<file path="src/rtl/core_inst_seq.sv">
// Tile-pass instruction sequencer: emits one registered 35-bit core instruction
// per cycle covering weight fetch/load, activation fetch/execute and output drain.
module core_inst_seq #(
  parameter int row     = 8,
  parameter int col     = 8,
  parameter int addr_bw = 11
) (
  input  logic               clk,
  input  logic               reset,
  input  logic               start,
  input  logic [addr_bw-1:0] w_base,
  input  logic [addr_bw-1:0] x_base,
  input  logic [addr_bw-1:0] p_base,
  input  logic [addr_bw-1:0] len,
  input  logic               ofifo_valid,
  output logic [34:0]        inst,
  output logic               busy,
  output logic               done
);

  localparam int CW = addr_bw + 2;
  typedef logic [CW-1:0] cnt_t;
  localparam logic [34:0]        IDLE_WORD = 35'h1_800C_0000;
  localparam logic [addr_bw-1:0] ONE_A     = 1;

  typedef enum logic [2:0] {
    S_IDLE, S_W_XRD, S_W_LOAD, S_X_XRD, S_EXEC, S_DRAIN, S_DONE
  } state_t;

  state_t             state, nxt_state;
  cnt_t               k, nxt_k;
  logic [addr_bw-1:0] w_q, x_q, p_q, len_q;
  logic [addr_bw-1:0] rd_cnt, wr_cnt;
  logic [addr_bw-1:0] w_eff;
  logic               rd_now, wr_now;
  logic [34:0]        nxt_inst;

  always_comb begin
    nxt_state = state;
    nxt_k     = k + cnt_t'(1);
    unique case (state)
      S_IDLE: begin
        nxt_k = '0;
        if (start) nxt_state = S_W_XRD;
      end
      S_W_XRD:
        if (k == cnt_t'(col)) begin
          nxt_state = S_W_LOAD;
          nxt_k     = '0;
        end
      S_W_LOAD:
        if (k == cnt_t'(col + row - 1)) begin
          nxt_state = (len_q == '0) ? S_DONE : S_X_XRD;
          nxt_k     = '0;
        end
      S_X_XRD:
        if (k == cnt_t'(len_q)) begin
          nxt_state = S_EXEC;
          nxt_k     = '0;
        end
      S_EXEC:
        if (k == cnt_t'(len_q) + cnt_t'(row + col - 1)) begin
          nxt_state = S_DRAIN;
          nxt_k     = '0;
        end
      S_DRAIN: begin
        nxt_k = '0;
        if (wr_cnt == len_q) nxt_state = S_DONE;
      end
      S_DONE: begin
        nxt_k     = '0;
        nxt_state = S_IDLE;
      end
      default: begin
        nxt_k     = '0;
        nxt_state = S_IDLE;
      end
    endcase
  end

  // The instruction is built from next-state values so the registered word
  // lines up with the state it belongs to; bases are not yet latched on the
  // accepting edge, so the first weight address comes straight from the port.
  always_comb begin
    w_eff    = (state == S_IDLE) ? w_base : w_q;
    rd_now   = (nxt_state == S_DRAIN) && ofifo_valid && (rd_cnt < len_q);
    wr_now   = (state == S_DRAIN) && inst[6];
    nxt_inst = IDLE_WORD;
    unique case (nxt_state)
      S_W_XRD: begin
        if (nxt_k < cnt_t'(col)) begin
          nxt_inst[19]            = 1'b0;
          nxt_inst[7 +: addr_bw]  = w_eff + nxt_k[addr_bw-1:0];
        end
        if (nxt_k != '0) nxt_inst[2] = 1'b1;
      end
      S_W_LOAD: begin
        nxt_inst[1:0] = 2'b01;
        if (nxt_k < cnt_t'(col)) nxt_inst[3] = 1'b1;
      end
      S_X_XRD: begin
        if (nxt_k < cnt_t'(len_q)) begin
          nxt_inst[19]            = 1'b0;
          nxt_inst[7 +: addr_bw]  = x_q + nxt_k[addr_bw-1:0];
        end
        if (nxt_k != '0) nxt_inst[2] = 1'b1;
      end
      S_EXEC: begin
        nxt_inst[1:0] = 2'b10;
        if (nxt_k < cnt_t'(len_q)) nxt_inst[3] = 1'b1;
      end
      S_DRAIN: begin
        nxt_inst[6] = rd_now;
        if (wr_now) begin
          nxt_inst[32]            = 1'b0;
          nxt_inst[31]            = 1'b0;
          nxt_inst[20 +: addr_bw] = p_q + wr_cnt;
        end
      end
      default: nxt_inst = IDLE_WORD;
    endcase
  end

  always_ff @(posedge clk or negedge reset) begin
    if (!reset) begin
      state  <= S_IDLE;
      k      <= '0;
      w_q    <= '0;
      x_q    <= '0;
      p_q    <= '0;
      len_q  <= '0;
      rd_cnt <= '0;
      wr_cnt <= '0;
      inst   <= IDLE_WORD;
      busy   <= 1'b0;
      done   <= 1'b0;
    end else begin
      state <= nxt_state;
      k     <= nxt_k;
      inst  <= nxt_inst;
      busy  <= (nxt_state != S_IDLE);
      done  <= (nxt_state == S_DONE);
      if (state == S_IDLE && start) begin
        w_q    <= w_base;
        x_q    <= x_base;
        p_q    <= p_base;
        len_q  <= len;
        rd_cnt <= '0;
        wr_cnt <= '0;
      end else begin
        if (rd_now) rd_cnt <= rd_cnt + ONE_A;
        if (wr_now) wr_cnt <= wr_cnt + ONE_A;
      end
    end
  end

endmodule

</file>
<file path="config.mk">
export PLATFORM = sky130hd
export DESIGN_NAME = core_inst_seq
export DESIGN_NICKNAME = d
export VERILOG_FILES = /design/src/rtl/core_inst_seq.sv
export SDC_FILE = /design/constraint.sdc
export NUM_CORES = 1
export LEC_CHECK = 0
export CAP_MARGIN = 20
export CELL_PAD_IN_SITES_DETAIL_PLACEMENT = 0
export CELL_PAD_IN_SITES_GLOBAL_PLACEMENT = 1
export CORE_MARGIN = 2
export CORE_UTILIZATION = 25
export DETAILED_ROUTE_END_ITERATION = 10
export PLACE_DENSITY_LB_ADDON = 0.05
export SETUP_SLACK_MARGIN = 0.15
export SYNTH_ARGS = -nofsm -noshare
export SYNTH_HDL_FRONTEND = slang
export SYNTH_SLANG_ARGS = --single-unit
</file>
<file path="constraint.sdc">
create_clock -name clk -period 8.2 [get_ports clk]
set_clock_uncertainty 0.15 [all_clocks]
set_input_delay 1.64 -clock clk [delete_from_list [all_inputs] [get_ports clk]]
set_output_delay 1.64 -clock clk [all_outputs]
set_load 0.1 [all_outputs]
</file>
==> qor.txt <==
================================================================================
Core ar.                                                              0.0296 mm²
Pin count of the biggest net entering global routing                          61
Critical path arrival                                                    6.44 ns
WP data required                                                         8.40 ns
CTS tree                                                                     yes
Maximum operating frequency                                              160 MHz
Clock latency at the later pin of the worst-skew pair                    0.42 ns
Maximum fanout count along the critical path                                  11
Filler Cells Inserted                                                       3134
Start point of the critical path                                        len_q[1]
Share of cells above drive strength 1                                     0.0780
CP endpoint kind                                                        register
Die extent in y                                                           177 µm
Clock root buffer                                                   sky130_fd_sc_hd__clkbuf_16
Yosys Warn Count                                                               0
Number of nets in the finished design                                        991
Clock net sink count                                                         113
RSZ-0062 raised after global routing                                          no
Max-capacitance violation count                                                0
Final setup violation count                                                    0
Hold/Removal Path Class                                                  reg2reg
Nature of the critical path startpoint                                  register
Post-Route WL                                                           22400 µm
Iteration-0 DRC count of the detailed router                                 359
Total die area                                                        0.0313 mm²
Post-cts gate resize count                                                     0
Wire length of the first global-routing pass                            36000 µm
Initial core utilization                                                   0.253
Port buffer count                                                             79
Ratio of routed vias to standard cells                                      4.66
Final weighted congestion in routability-driven placement                  0.791
Syn-to-layout area delta                                                   21.0%
Netlist cell types                                                            73
Crit path kind                                                           reg2reg
Async S/R FF share, synth                                                   1.00
Post-layout minimum cycle time                                           6.24 ns
Crit Reg-Reg Startpoint                                                 len_q[1]
Share of the clock period used by the worst path after layout              0.760
Primary flip-flop cell chosen by synthesis mapping                  sky130_fd_sc_hd__dfrtp_1
H-tree levels                                                                  4
Global Route Usage Sum                                                     0.150
Cell area after synthesis                                            0.00748 mm²
Vias in the first global route                                              6195
Number of antenna violations at the first check in global routing              0
Total grt overflow                                                             0
Average cell area after synthesis                                       9.07 µm²
Relative slew margins                                                      0.301
Hold buffer count at cts                                                       0
Largest voltage drop on the vdd net                                     0.122 mV
Static Leakage                                                           4.24 nW
Floorplan die width                                                       177 µm
Deepest clock path buffer count                                                2
Wire length per cell                                                     17.4 µm
TritonCTS buffer count                                                        17
Max-slew violation count                                                       0
Final TNS setup                                                             0 ns
Worst Slack Setup Final                                                  1.96 ns
Clock-pin transition on the worst setup and hold timing paths            0.06 ns
Number of post-CTS setup repair buffers                                        0
Count of mapped cells out of synthesis                                       825
Smallest hold slack                                                     0.316 ns
Num ports                                                                     85
Final-report hold violation count                                              0
Pwr Density                                                           149 mW/mm²
Outcome                                                             complete, no violations
Slew at the pin closest to its max-slew limit                            1.02 ns
Antenna Violating Nets Remaining                                               0
Pre-CTS setup slack                                                      1.99 ns
Pre-antenna DRT Iters                                                          4
Sequential element share of the synthesized area                           0.378
Detailed-route via count                                                    6004
Min-Delay Startpoint                                                      w_q[0]
Post-DP HPWL                                                            16600 µm
Post-detailed-route DRC marker count                                           0
Cell Rows                                                                     63
Register bit count reported by yosys                                         113
Number of flops mapped to enable cells by yosys                                0
================================================================================
layer usage:
layer	global-route usage	part of all wire	routed length (µm)	vias to the layer above
met4	0.0403	0.0099	223	0
met5	0	0	0	-
met1	0.218	0.51	11500	2910
li1	-	-	-	2987
met2	0.231	0.45	10100	93
met3	0.0230	0.026	591	14
cell type report:
type / count / area, µm² / area share
flip-flops and latches: 113 / 2830 / 0.313
repair buffers: 85 / 833 / 0.0920
clock buffers: 19 / 433 / 0.0478
inverters: 46 / 173 / 0.0191
well taps: 390 / 488 / 0.0539
multi-input cells: 622 / 4160 / 0.459
diodes: 1 / 2.50 / 0.000276
clock inverters: 13 / 139 / 0.0153
cells in the mapped netlist, drive strengths merged (2+ instances only):
master / n / area (µm²)
o21a: 2 / 15.0
nand2b: 2 / 12.5
or3: 10 / 62.6
nand2: 151 / 569
clkbuf: 30 / 214
o21ai: 42 / 210
or4: 9 / 67.6
a211oi: 6 / 50.1
nor2b: 8 / 50.1
or2: 3 / 18.8
a21oi: 32 / 160
a2111oi: 3 / 32.5
nand4: 15 / 115
xor2: 38 / 333
mux2i: 6 / 60.1
conb: 2 / 7.51
nand3: 21 / 105
nor4: 13 / 103
a22o: 9 / 78.8
a32oi: 2 / 17.5
a31oi: 4 / 25.0
dfrtp: 111 / 2780
nor3: 18 / 90.1
a21o: 18 / 135
buf: 17 / 129
a21boi: 8 / 60.1
o22ai: 2 / 12.5
ha: 55 / 688
o41ai: 2 / 36.3
o31ai: 6 / 45.0
nor3b: 4 / 30.0
mux2: 11 / 124
inv: 46 / 173
nor4b: 3 / 26.3
and2: 2 / 12.5
xnor2: 33 / 289
dfstp: 2 / 52.6
a32o: 2 / 20.0
and3: 14 / 88.8
nor2: 42 / 158
fa: 3 / 60.1
path summary, 6_finish.rpt:
| check | to | slack (ns) | depth (start not counted) |
|---|---|---|---|
| max in group asynchronous | w_q[10] | 5.47 | 2 |
| min reg2reg | w_q[0] | 0.32 | 2 |
| max reg2reg | inst[9] | 1.96 | 21 |
| max | inst[9] | 1.96 | 21 |
| min | w_q[0] | 0.32 | 2 |
| min in group asynchronous | inst[1] | 1.12 | 1 |
power by group:
group          switching (mW)  internal (mW)  leakage, nW
clock network           0.294          0.447        0.266
registers                   0          0.558         1.40
logic                  0.0265         0.0201         2.57
total                   0.321           1.03         4.24
state kept, by name, summed over array words and instances (netlist names):
register and cells:
inst 29, k 13, len_q 11, p_q 11
rd_cnt 11, w_q 11, wr_cnt 11, x_q 11
state 3, busy 1, done 1
critical path, stage by stage, from the launching register on:
cell	delay, ns
sky130_fd_sc_hd__dfrtp_1	0.67
sky130_fd_sc_hd__inv_1	0.20
sky130_fd_sc_hd__ha_1	0.25
sky130_fd_sc_hd__nor3b_1	0.14
sky130_fd_sc_hd__buf_4	0.20
sky130_fd_sc_hd__or3_1	0.30
sky130_fd_sc_hd__a211oi_1	0.27
sky130_fd_sc_hd__or2_2	0.18
sky130_fd_sc_hd__nand3_1	0.10
sky130_fd_sc_hd__a21boi_0	0.41
sky130_fd_sc_hd__buf_4	0.24
sky130_fd_sc_hd__nor2_1	0.11
sky130_fd_sc_hd__ha_1	0.33
sky130_fd_sc_hd__a21o_1	0.16
sky130_fd_sc_hd__a21o_1	0.17
sky130_fd_sc_hd__a21o_1	0.17
sky130_fd_sc_hd__a21o_1	0.17
sky130_fd_sc_hd__a2111o_1	0.42
sky130_fd_sc_hd__a41oi_1	0.20
sky130_fd_sc_hd__o21a_1	0.24
sky130_fd_sc_hd__nor2b_1	0.81
sky130_fd_sc_hd__a22o_1	0.26
cell usage in the layout, fill, tap and decap left out, drive strengths merged, types with 3 or more instances in the layout:
cell / Yosys / layout
inv: 46 / 48
buf: 17 / 7
a21o: 18 / 18
clkdlybuf4s50: 0 / 78
a21oi: 32 / 32
nand3: 21 / 21
o21ai: 42 / 42
or2: 3 / 3
nor4b: 3 / 3
a211oi: 6 / 6
fa: 3 / 3
mux2: 11 / 11
nor3b: 4 / 4
or4: 9 / 9
or3: 10 / 10
a22o: 9 / 9
clkinvlp: 0 / 5
clkbuf: 30 / 19
and3: 14 / 14
conb: 2 / 5
a2111oi: 3 / 3
xor2: 38 / 38
a31oi: 4 / 4
nor4: 13 / 13
o31ai: 6 / 6
nand4: 15 / 15
clkinv: 0 / 4
dfrtp: 111 / 111
a21boi: 8 / 8
nor2: 42 / 42
nand2: 151 / 151
xnor2: 33 / 33
mux2i: 6 / 6
nor2b: 8 / 8
ha: 55 / 55
nor3: 18 / 18
through the flow:
step / std cells / utilization / total power, mW / cell area, µm²
after CTS: 1288 / 0.306 / 1.37 / 9050
after floorplan: 828 / - / 0.580 / 7490
after global routing: 1288 / 0.306 / 1.40 / 9050
after global placement: 1256 / 0.287 / 0.616 / 8480
final: 1289 / 0.306 / 1.35 / 9050
after detailed placement: 1256 / 0.287 / 0.616 / 8480
cell families after synthesis:
| group | after synthesis | share of synthesized area |
|---|---|---|
| AO/OA/AOI/OAI | 152 | 0.138 |
| XOR/XNOR | 71 | 0.0831 |
| adder cells (fa/ha/maj) | 58 | 0.100 |
| buffers and inverters | 93 | 0.0689 |
| flip-flops | 113 | 0.378 |
| multiplexers | 17 | 0.0246 |
| other | 2 | 0.00100 |
| AND/OR/NAND/NOR | 319 | 0.206 |
Power figures use the tool's default switching activity.
